File: config.mk
export PLATFORM = sky130hd
export DESIGN_NAME = feed_msg_decoder
export DESIGN_NICKNAME = d
export VERILOG_FILES = /design/src/rtl/feed_msg_decoder.sv
export SDC_FILE = /design/constraint.sdc
export NUM_CORES = 1
export LEC_CHECK = 0
export CORE_AREA = 2 2 137 139
export DETAILED_ROUTE_END_ITERATION = 10
export DIE_AREA = 0 0 139 141
export PLACE_DENSITY = 0.69
export SLEW_MARGIN = 15
export SYNTH_ARGS = -nofsm -noshare
export SYNTH_HDL_FRONTEND = slang
export SYNTH_SLANG_ARGS = --single-unit
File: constraint.sdc
create_clock -name clk_100mhz -period 5.82 [get_ports clk_100mhz]
set_input_delay 1.164 -clock clk_100mhz [delete_from_list [all_inputs] [get_ports clk_100mhz]]
set_output_delay 1.164 -clock clk_100mhz [all_outputs]
set_load 0.02 [all_outputs]
File: src/rtl/feed_msg_decoder.sv
// feed_msg_decoder: turns a byte-serial market feed (add / cancel / trade)
// into one command strobe per message for the downstream book builder.
`timescale 1ns/1ps
module feed_msg_decoder #(
    parameter int NUM_STOCK = 2
) (
    input  logic        clk_100mhz,
    input  logic        reset,
    input  logic [7:0]  in_byte,
    input  logic        in_valid,
    output logic        in_ready,
    input  logic        builder_done,
    output logic        start,
    output logic [2:0]  request,
    output logic [1:0]  stock_to_add,
    output logic        order_side,
    output logic [15:0] order_price,
    output logic [15:0] order_qty,
    output logic [15:0] order_id,
    output logic        delete,
    output logic [15:0] quantity,
    output logic        msg_err,
    output logic [15:0] msg_count,
    output logic [7:0]  err_count
);

    localparam logic [1:0] S_TYPE  = 2'd0;
    localparam logic [1:0] S_BODY  = 2'd1;
    localparam logic [1:0] S_ISSUE = 2'd2;
    localparam logic [1:0] S_WAIT  = 2'd3;

    // Message kind doubles as the request code driven to the builder.
    localparam logic [1:0] K_ADD    = 2'd0;
    localparam logic [1:0] K_CANCEL = 2'd1;
    localparam logic [1:0] K_TRADE  = 2'd2;

    localparam logic [7:0] TYPE_ADD    = 8'h41;
    localparam logic [7:0] TYPE_CANCEL = 8'h58;
    localparam logic [7:0] TYPE_TRADE  = 8'h45;

    // Body lengths (bytes after the type byte).
    localparam logic [3:0] LEN_ADD    = 4'd8;
    localparam logic [3:0] LEN_CANCEL = 4'd3;
    localparam logic [3:0] LEN_TRADE  = 4'd5;

    // A stock byte can never reach 256, so a larger NUM_STOCK accepts everything.
    localparam bit         ALL_STOCK_VALID = (NUM_STOCK > 255);
    localparam logic [7:0] STOCK_LIMIT     = 8'(NUM_STOCK);

    logic [1:0]  state_q, state_d;
    logic [1:0]  kind_q, kind_d;
    logic [3:0]  cnt_q, cnt_d;
    logic [7:0]  stock_q, stock_d;
    logic        side_q, side_d;
    logic [15:0] price_q, price_d;
    logic [15:0] qty_q, qty_d;
    logic [15:0] id_q, id_d;

    logic [2:0]  request_q;
    logic [1:0]  stock_out_q;
    logic        side_out_q;
    logic [15:0] price_out_q;
    logic [15:0] order_qty_q;
    logic [15:0] id_out_q;
    logic        delete_q;
    logic [15:0] quantity_q;
    logic        msg_err_q;
    logic [15:0] msg_count_q;
    logic [7:0]  err_count_q;

    logic        ready_int;
    logic        accept;
    logic        stock_ok;
    logic        issue_cmd;
    logic        bad_msg;

    assign ready_int = (state_q == S_TYPE) || (state_q == S_BODY);
    assign accept    = in_valid && ready_int;
    // The stock byte is always the first body byte, so it is settled in
    // stock_q well before the last body byte arrives.
    assign stock_ok  = ALL_STOCK_VALID || (stock_q < STOCK_LIMIT);

    // Next-state logic: type decode, field shifting and message completion.
    always_comb begin
        state_d   = state_q;
        kind_d    = kind_q;
        cnt_d     = cnt_q;
        stock_d   = stock_q;
        side_d    = side_q;
        price_d   = price_q;
        qty_d     = qty_q;
        id_d      = id_q;
        issue_cmd = 1'b0;
        bad_msg   = 1'b0;
        case (state_q)
            S_TYPE: begin
                if (accept) begin
                    stock_d = '0;
                    side_d  = 1'b0;
                    price_d = '0;
                    qty_d   = '0;
                    id_d    = '0;
                    case (in_byte)
                        TYPE_ADD: begin
                            kind_d  = K_ADD;
                            cnt_d   = LEN_ADD;
                            state_d = S_BODY;
                        end
                        TYPE_CANCEL: begin
                            kind_d  = K_CANCEL;
                            cnt_d   = LEN_CANCEL;
                            state_d = S_BODY;
                        end
                        TYPE_TRADE: begin
                            kind_d  = K_TRADE;
                            cnt_d   = LEN_TRADE;
                            state_d = S_BODY;
                        end
                        default: bad_msg = 1'b1;
                    endcase
                end
            end
            S_BODY: begin
                if (accept) begin
                    cnt_d = cnt_q - 4'd1;
                    case (kind_q)
                        K_ADD: begin
                            case (cnt_q)
                                4'd8:       stock_d = in_byte;
                                4'd7:       side_d  = in_byte[0];
                                4'd6, 4'd5: price_d = {price_q[7:0], in_byte};
                                4'd4, 4'd3: qty_d   = {qty_q[7:0], in_byte};
                                default:    id_d    = {id_q[7:0], in_byte};
                            endcase
                        end
                        K_CANCEL: begin
                            case (cnt_q)
                                4'd3:    stock_d = in_byte;
                                default: id_d    = {id_q[7:0], in_byte};
                            endcase
                        end
                        default: begin
                            case (cnt_q)
                                4'd5:       stock_d = in_byte;
                                4'd4, 4'd3: id_d    = {id_q[7:0], in_byte};
                                default:    qty_d   = {qty_q[7:0], in_byte};
                            endcase
                        end
                    endcase
                    if (cnt_q == 4'd1) begin
                        if (stock_ok) begin
                            state_d   = S_ISSUE;
                            issue_cmd = 1'b1;
                        end else begin
                            state_d = S_TYPE;
                            bad_msg = 1'b1;
                        end
                    end
                end
            end
            S_ISSUE: state_d = S_WAIT;
            S_WAIT: begin
                if (builder_done) state_d = S_TYPE;
            end
            default: state_d = S_TYPE;
        endcase
    end

    // Parser registers: FSM state, message kind, byte counter and raw fields.
    always_ff @(posedge clk_100mhz or posedge reset) begin
        if (reset) begin
            state_q <= S_TYPE;
            kind_q  <= K_ADD;
            cnt_q   <= '0;
            stock_q <= '0;
            side_q  <= 1'b0;
            price_q <= '0;
            qty_q   <= '0;
            id_q    <= '0;
        end else begin
            state_q <= state_d;
            kind_q  <= kind_d;
            cnt_q   <= cnt_d;
            stock_q <= stock_d;
            side_q  <= side_d;
            price_q <= price_d;
            qty_q   <= qty_d;
            id_q    <= id_d;
        end
    end

    // Command and status registers: loaded as the message completes so they
    // are valid in the start cycle and held until the next command.
    always_ff @(posedge clk_100mhz or posedge reset) begin
        if (reset) begin
            request_q   <= '0;
            stock_out_q <= '0;
            side_out_q  <= 1'b0;
            price_out_q <= '0;
            order_qty_q <= '0;
            id_out_q    <= '0;
            delete_q    <= 1'b0;
            quantity_q  <= '0;
            msg_err_q   <= 1'b0;
            msg_count_q <= '0;
            err_count_q <= '0;
        end else begin
            msg_err_q <= bad_msg;
            if (issue_cmd) begin
                request_q   <= {1'b0, kind_q};
                stock_out_q <= stock_q[1:0];
                side_out_q  <= (kind_q == K_ADD) ? side_d : 1'b0;
                price_out_q <= (kind_q == K_ADD) ? price_d : 16'd0;
                order_qty_q <= (kind_q == K_ADD) ? qty_d : 16'd0;
                id_out_q    <= id_d;
                delete_q    <= (kind_q == K_CANCEL);
                quantity_q  <= (kind_q == K_TRADE) ? qty_d : 16'd0;
                msg_count_q <= msg_count_q + 16'd1;
            end
            if (bad_msg && (err_count_q != 8'hFF)) begin
                err_count_q <= err_count_q + 8'd1;
            end
        end
    end

    assign in_ready     = ready_int && !reset;
    assign start        = (state_q == S_ISSUE);
    assign request      = request_q;
    assign stock_to_add = stock_out_q;
    assign order_side   = side_out_q;
    assign order_price  = price_out_q;
    assign order_qty    = order_qty_q;
    assign order_id     = id_out_q;
    assign delete       = delete_q;
    assign quantity     = quantity_q;
    assign msg_err      = msg_err_q;
    assign msg_count    = msg_count_q;
    assign err_count    = err_count_q;

endmodule

Word-level counts from Yosys, hierarchy flattened --
Index checks and enable logic that the tools add are counted.
Storage, ports and cells: word-level logic and storage cells 122, output and inout bits 98, flip-flop bits (word level) 160
Cells by class: multiplexer cells 56, add/sub/neg operators 3, $lt $le $gt $ge 1, reduce and logical (&&, ||, !) cells 18, eq/ne operators 25
Operators by type and width (count):
- $mux 16 | 16
- $pmux 16 s2 | 5
- $mux 8 | 5
- $pmux 8 s2 | 2
- $eq 8x7->1 const B | 3
- $add 16x1->16 const B | 1
- $eq 4x3->1 const B | 4
- $mux 1 | 14
- $mux 2 | 6
- $pmux 4 s3 | 1
- $add 8x1->8 const B | 1
- $lt 8x2->1 const B | 1
- $mux 4 | 2
- $ne 2x2->1 const B | 4
- $ne 4x1->1 const B | 2
- $ne 8x8->1 const B | 1
- $pmux 2 s4 | 1
- $pmux 4 s2 | 1
- $eq 2x2->1 const B | 3
- $ne 3x2->1 const B | 2
- $pmux 2 s3 | 1
- $reduce_and 6->1 | 1
- $reduce_or 3->1 | 2
- $reduce_or 6->1 | 1
- other kinds (17) | 23

Logic depth before layout (Yosys ltp) --
Gate-level depths: netlist of the first run.
depth after elaboration 7, mapped depth 9

Least setup slack after synthesis of the first run --
Ideal clock, no wire load.
path type input-to-reg, start point in in_byte[1], end point reg err_count_q[1], in the netlist err_count[1], data arrival time 2.600 ns, setup slack 3.095 ns, data required time 5.695 ns, library setup time 0.125 ns, path buffers 1, cell stages on the path 6, cell sequence nor4b_1 -> nand2_1 -> o22a_1 -> buf_4 -> nand2_1 -> mux2_2
On the way: word-level cells in the longest chain between the ends 6, elaborated cells on any way between the ends 8
RTL lines:
- start, declared | RTL line 9 | input logic [7:0] in_byte,
- $eq 8x7->1 | RTL line 103 | case (in_byte)
- $reduce_or 3->1 (no line) (*)
- $mux 1 (*) | RTL line 103
- $mux 1 (*) | RTL line 97 | if (accept) begin
- $pmux 1 s2 (*) | RTL line 95 | case (state_q)
- net bad_msg | RTL line 75 | logic bad_msg;
- $logic_and 1x1->1 (*) | RTL line 220 | if (bad_msg && (err_count_q != 8'hFF)) begin
- end signal, assigned | RTL line 221 | err_count_q <= err_count_q + 8'd1;
- end, declared | RTL line 69 | logic [7:0] err_count_q;
Mark *: on every way through the listed nets, which the timed path passes. The rest lies on a longest branch. A chain may end at the register's enable or synchronous reset.

Final worst setup path of the first run --
start point in in_valid, end point reg msg_count_q[12], in the netlist msg_count[12]
On the way: word-level cells in the longest chain between the ends 3
RTL lines:
- start, declared | RTL line 10 | input logic in_valid,
- $logic_and 1x1->1 | RTL line 78 | assign accept = in_valid && ready_int;
- $mux 1 | RTL line 124 | if (accept) begin
- $mux 1 | RTL line 95
- end signal, assigned | RTL line 218 | msg_count_q <= msg_count_q + 16'd1;
- end, declared | RTL line 68 | logic [15:0] msg_count_q;
Every way passes these cells.

==> results of run 1 <==
-- cell type report --
| type | count | area (µm²) | area share |
|---|---|---|---|
| clock buffer | 18 | 439 | 0.0489 |
| clock inverter | 14 | 158 | 0.0175 |
| inverter | 21 | 83.8 | 0.00933 |
| multi-input combinational | 431 | 2860 | 0.319 |
| sequential | 160 | 4000 | 0.445 |
| tap | 234 | 293 | 0.0326 |
| timing repair buffer | 115 | 1150 | 0.128 |
-- synthesized netlist by cell type (10+ instances only) --
cell type,count
nand4_1,10
nor2_1,14
dfrtp_1,160
clkbuf_1,20
nand2_1,101
inv_1,21
o21ai_1,19
a22oi_1,18
o21ai_0,48
and2_1,12
mux2i_1,27
a22o_1,47
xnor2_1,15
-- worst max-delay path: cells and delay by family --
family                    cells  cell delay, ns
buffers and inverters         3            1.28
xor gates and xnor gates      1            0.19
and+or+nand+nor               4            1.53
-- through the flow --
| stage | hold slack (ns) | setup WS [ns] |
|---|---|---|
| finish | 0.472 | 1.98 |
| floorplan | 0.442 | 0.336 |
| global route | 0.507 | 1.74 |
| CTS | 0.478 | 1.97 |
| detailed placement | 0.463 | 1.52 |
| global placement | 0.450 | 1.62 |
-- worst paths after layout --
path | from | end | slack [ns] | depth (start not counted)
max reg2reg | flop | msg_count[12]$_DFFE_PP0P_ | 2.66 | 7
max | in_valid | msg_count[12]$_DFFE_PP0P_ | 1.98 | 8
min reg2reg | request[0]$_DFFE_PP0P_ | request[0]$_DFFE_PP0P_ | 0.47 | 2
max in group asynchronous | reset | msg_err$_DFF_PP0_ | 3.50 | 3
min | request[0]$_DFFE_PP0P_ | request[0]$_DFFE_PP0P_ | 0.47 | 2
min in group asynchronous | reset | order_id[8]$_DFFE_PP0P_ | 1.31 | 2
-- state kept, by name (all words and copies together), names as in the netlist, 2 cells and up, named ones only --
name,count
id_q,16
msg_count,16
order_id,16
order_price,16
order_qty,16
price_q,16
qty_q,16
quantity,16
err_count,8
stock_q,8
cnt_q,4
kind_q,2
request,2
stock_to_add,2
-- report_power, final --
group / internal, mW / switching (mW)
combinational: 0.293 / 0.441
sequential: 1.22 / 0.134
clock: 0.649 / 0.472
-- routing by layer --
| metal | wire, µm | vias to the layer above | global-route usage |
|---|---|---|---|
| met1 | 8120 | 2688 | 0.253 |
| met5 | 0 | - | 0 |
| met3 | 853 | 25 | 0.0340 |
| met2 | 8350 | 158 | 0.297 |
| met4 | 391 | 0 | 0.0723 |
| li1 | - | 2531 | - |
-- logic make-up (layout without fill, tap and decap cells) --
kind of cell | count (synthesis) | in the layout | share of synthesized area
XOR/XNOR | 20 | 20 | 0.0245
adder cells (fa/ha/maj) | 7 | 7 | 0.0123
other | 1 | 1 | 0.000525
flip-flops | 160 | 160 | 0.560
AO/OA/AOI/OAI | 171 | 171 | 0.171
multiplexers | 31 | 31 | 0.0441
buffers and inverters | 60 | 168 | 0.0392
AND/OR/NAND/NOR | 201 | 201 | 0.148
==> results.py, run 1 <==
metrics = {
    "outcome": {
        "status": "finished, final reports clean",
    },
    "synth": {
        "ys_ff_latch": 160,
        "ys.flop_type": "dfrtp_1",
        "yosys.cell_types.count": 67,
        "synth_area_leader_cell": "dfrtp_1",
        "synth_cells": 651,
        "async_reset_ff_frac": 1.00,
        "synth_area_per_cell_um2": 11.0,
        "syn-num-nets": 670,
        "yosysTopAreaCellShare": 0.560,
        "ys_seq_area_frac": 0.560,
        "syn_area_um2": 7140,
        "synth_area_leaders": "dfrtp_1 56%, a22o_1 5.8%, nand2_1 5.3%",
        "synth_edf_count": 0,
        "yosysWarningCount": 0,
    },
    "final_layout": {
        "final_cells": 993,
        "final_area_um2": 8990,
        "fill_cells": 1657,
        "final_common_cell": "dfrtp_1",
        "fin_util": 0.492,
        "layout_common_cells": "160 x dfrtp_1, 108 x clkdlybuf4s50_1, 101 x nand2_1",
        "diodes": 0,
        "synthToLayoutAreaGrowth_pct": 25.8,
        "drive_above_1_share": 0.0817,
        "fin_nets": 765,
    },
    "worst_setup_path": {
        "path_class": "in -> reg",
        "required_ns": 6.16,
        "crit_path_start_kind": "primary input",
        "critical_path.cell_chain": "clkdlybuf4s50_1 -> nand2b_1 -> buf_4 -> nor3_2 -> nand4_1 -> buf_12 -> nor4_1 -> xor2_1",
        "crit_arrival_ns": 4.19,
        "cp_slowest_cell": "nand4_1",
        "path_max_fanout": 62,
        "endpoint_kind": "flop",
        "slowest_delay_ns": 0.75,
    },
    "route": {
        "drc": 0,
        "totalWireLength_um": 17700,
        "drtIter0Drc": 355,
        "vias": 5402,
        "wire_per_inst_um": 17.8,
        "dr.pass1.iters": 5,
        "vias_per_cell": 5.44,
        "ant_nets": 0,
    },
    "cts": {
        "cts-root-buf": "clkbuf_16",
        "cts.sinks": 160,
        "path_clk_slew_ns": 0.06,
        "cts_setup_buffers": 0,
        "clock_path_buffers": 2,
        "clock_latency_ns": 0.42,
        "cts_tree": "built",
        "cts_hold_buf": 0,
        "cts-buffers-inserted": 17,
        "post_cts_resize_count": 0,
        "h-tree-depth": 4,
    },
    "sta": {
        "min_period_ns": 3.84,
        "grt_setup_unrepaired": "no",
        "tightest_slew_ns": 1.06,
        "fin_tns_setup_ns": 0,
        "drv_slew": 0,
        "fmaxAchievable_mhz": 260,
        "slew_headroom": 0.291,
        "setup_viol_count_final": 0,
        "hold_violations": 0,
        "fin_crit_sh": 0.661,
        "clock_skew_ns": 0.00707,
    },
    "job": {
        "maxCapViolCount": 0,
    },
    "power_and_ir_drop": {
        "leakage_nw": 3.97,
        "max-vdd-ir-drop_mv": 0.229,
        "power_mw": 3.21,
        "p_per_area_nw_per_um2": 357,
    },
    "floorplanning": {
        "initial_utilization": 0.391,
        "ios": 110,
        "num_rows": 50,
        "core_area_um2": 18300,
        "dieWidth_um": 139,
        "die_area_um2": 19600,
        "die_h_um": 141,
    },
    "global_route": {
        "antenna_found_initial": 0,
        "grt_max_degree": 95,
        "grt_remaining_overflow": 0,
        "grt_pass1_wl_um": 28900,
        "grt_pass1_vias": 5344,
        "grt_usage": 0.186,
    },
    "placed_design": {
        "io_buffers": 108,
        "gp_congestion": 0.835,
        "dp_hpwl_um": 12100,
        "placed_cell_area_um2": 8390,
        "place_inst": 961,
    },
    "min_path": {
        "hold_class": "reg -> reg",
    },
}
(Power assumes the default switching activity.)
==> inputs of run 2 (changes only) <==
==> constraint.sdc (replaced) <==
create_clock -name clk_100mhz -period 3.4 [get_ports clk_100mhz]
set_input_delay 0.68 -clock clk_100mhz [delete_from_list [all_inputs] [get_ports clk_100mhz]]
set_output_delay 0.68 -clock clk_100mhz [all_outputs]
set_load 0.02 [all_outputs]
==> run 2 against run 1 <==
Core utilization up 1.1 points. Combinational power up 74%. Register-to-register slack worse by 2.1 ns. Sequential power up 73%. Sequential share of layout area down 0.96 points. Setup slack worse by 1.4 ns. Via count up 1.0%. Non-clock buffer count up 15. Clock skew up 0.0032 ns. Largest power group unchanged.
==> results.py, run 2 (synthesis gave the netlist of run 1 again) <==
metrics = {
    "placed_design": {
        "gp_congestion": 0.884,
        "io_buffers": 108,
        "dp_hpwl_um": 12700,
        "post-place-ws_ns": 0.280,
        "place_inst": 976,
    },
    "final_layout": {
        "diodes": 0,
        "final_common_cell": "dfrtp_1",
        "fin_nets": 780,
        "synthToLayoutAreaGrowth_pct": 28.6,
        "final_cells": 1008,
        "drive_above_1_share": 0.0969,
        "fin_util": 0.503,
        "layout_common_cells": "160 x dfrtp_1, 108 x clkdlybuf4s50_1, 101 x nand2_1",
    },
    "floorplanning": {
        "initial_utilization": 0.391,
        "die_area_um2": 19600,
        "ios": 110,
        "dieWidth_um": 139,
        "num_rows": 50,
        "core_area_um2": 18300,
        "die_h_um": 141,
    },
    "route": {
        "ant_nets": 0,
        "vias": 5456,
        "drc": 0,
        "dr.pass1.iters": 5,
        "drtIter0Drc": 473,
        "wire_per_inst_um": 18.0,
        "vias_per_cell": 5.41,
        "totalWireLength_um": 18200,
    },
    "worst_setup_path": {
        "path_class": "reg -> reg",
        "cp.depth": 7,
        "crit_family": "compound AO/OA/AOI/OAI gates",
        "r2r_slack_ns": 0.58,
        "r2r_cells": 7,
        "cp_slowest_cell": "o31ai_4",
        "endpoint_kind": "flop",
        "crit_path_start_kind": "flop",
        "critical_path.cell_chain": "inv_1 -> ha_1 -> o311a_1 -> o31ai_4 -> buf_4 -> mux2i_1 -> o21ai_1",
        "crit_arrival_ns": 3.08,
        "slowest_delay_ns": 0.63,
        "required_ns": 3.67,
        "path_max_fanout": 15,
        "cp_num_buf_inv": 2,
    },
    "sta": {
        "drv_slew": 0,
        "fin_crit_sh": 0.828,
        "min_period_ns": 2.82,
        "fin_tns_setup_ns": 0,
        "grt_setup_unrepaired": "no",
        "setup_viol_count_final": 0,
        "slew_headroom": 0.427,
        "hold_violations": 0,
        "fmaxAchievable_mhz": 355,
        "tightest_slew_ns": 0.859,
        "worst_slack_ns": 0.584,
        "clock_skew_ns": 0.0103,
    },
    "power_and_ir_drop": {
        "combPwrFrac": 0.224,
        "p_per_area_nw_per_um2": 623,
        "clockPowerShare": 0.369,
        "swShare": 0.310,
        "p_int_mw": 3.95,
        "switchingPower_mw": 1.78,
        "max-vdd-ir-drop_mv": 0.400,
        "leakage_nw": 4.07,
        "power_frac_seq": 0.407,
    },
    "cts": {
        "cts_hold_buf": 0,
        "path_clk_slew_ns": 0.06,
        "cts_tree": "built",
        "cts.sinks": 160,
        "cts-buffers-inserted": 17,
        "cts-root-buf": "clkbuf_16",
        "post_cts_resize_count": 0,
        "clock_latency_ns": 0.43,
        "clock_path_buffers": 2,
        "cts_setup_buffers": 0,
        "h-tree-depth": 4,
    },
    "outcome": {
        "status": "finished, final reports clean",
    },
    "min_path": {
        "hold_depth": 2,
        "hold_class": "reg -> reg",
    },
    "global_route": {
        "antenna_found_initial": 0,
        "grt_usage": 0.192,
        "grt_pass1_wl_um": 29600,
        "grt_pass1_vias": 5371,
        "grt_remaining_overflow": 0,
        "grt_max_degree": 69,
    },
    "job": {
        "maxCapViolCount": 0,
    },
}
run 2: per-stage QoR:
step                      instance area, µm²  hold slack (ns)  power, mW
after floorplan                         7150            0.442       3.25
after global placement                  8520            0.455       3.61
after detailed placement                8520            0.463       3.64
after CTS                               9190            0.477       5.76
after global routing                    9190            0.502       6.00
final                                   9190            0.474       5.72
run 2: path summary, 6_finish.rpt:
path	from	to
min in group asynchronous	reset	id_q[14]$_DFF_PP0_
setup reg to reg	cnt_q[0]$_DFFE_PP0P_	id_q[11]$_DFF_PP0_
max in group asynchronous	reset	kind_q[1]$_DFFE_PP0P_
setup / recovery	cnt_q[0]$_DFFE_PP0P_	id_q[11]$_DFF_PP0_
hold reg to reg	request[0]$_DFFE_PP0P_	request[0]$_DFFE_PP0P_
hold / removal	request[0]$_DFFE_PP0P_	request[0]$_DFFE_PP0P_
run 2: cell type report:
type                       instances  area, µm²
sequential                       160       4000
timing repair buffer             130       1280
clock buffer                      20        457
fill                            1643       9080
inverter                          21       82.6
clock inverter                    12        205
multi-input combinational        431       2860
tap                              234        293
run 2: layer usage:
metal | GRT usage | vias up | routed length [µm]
met5 | 0 | - | 0
met4 | 0.0883 | 0 | 570
met3 | 0.0408 | 43 | 916
met2 | 0.297 | 160 | 8540
met1 | 0.260 | 2700 | 8130
li1 | - | 2553 | -
run 2: worst reg2reg max path, cell delays in order, from the launching register on:
cell     delay [ns]
dfrtp_1        0.41
inv_1          0.13
ha_1           0.28
o311a_1        0.40
o31ai_4        0.63
buf_4          0.39
mux2i_1        0.31
o21ai_1        0.11
run 2: power groups by stage:
stage / Clock [mW] / Sequential (mW) / Combinational (mW)
4_1_cts: 2.15 / 2.32 / 1.29
2_1_floorplan: 0 / 2.31 / 0.947
5_1_grt: 2.23 / 2.36 / 1.41
3_5_place_dp: 0 / 2.36 / 1.28
6_report: 2.11 / 2.33 / 1.28
3_3_place_gp: 0 / 2.35 / 1.27
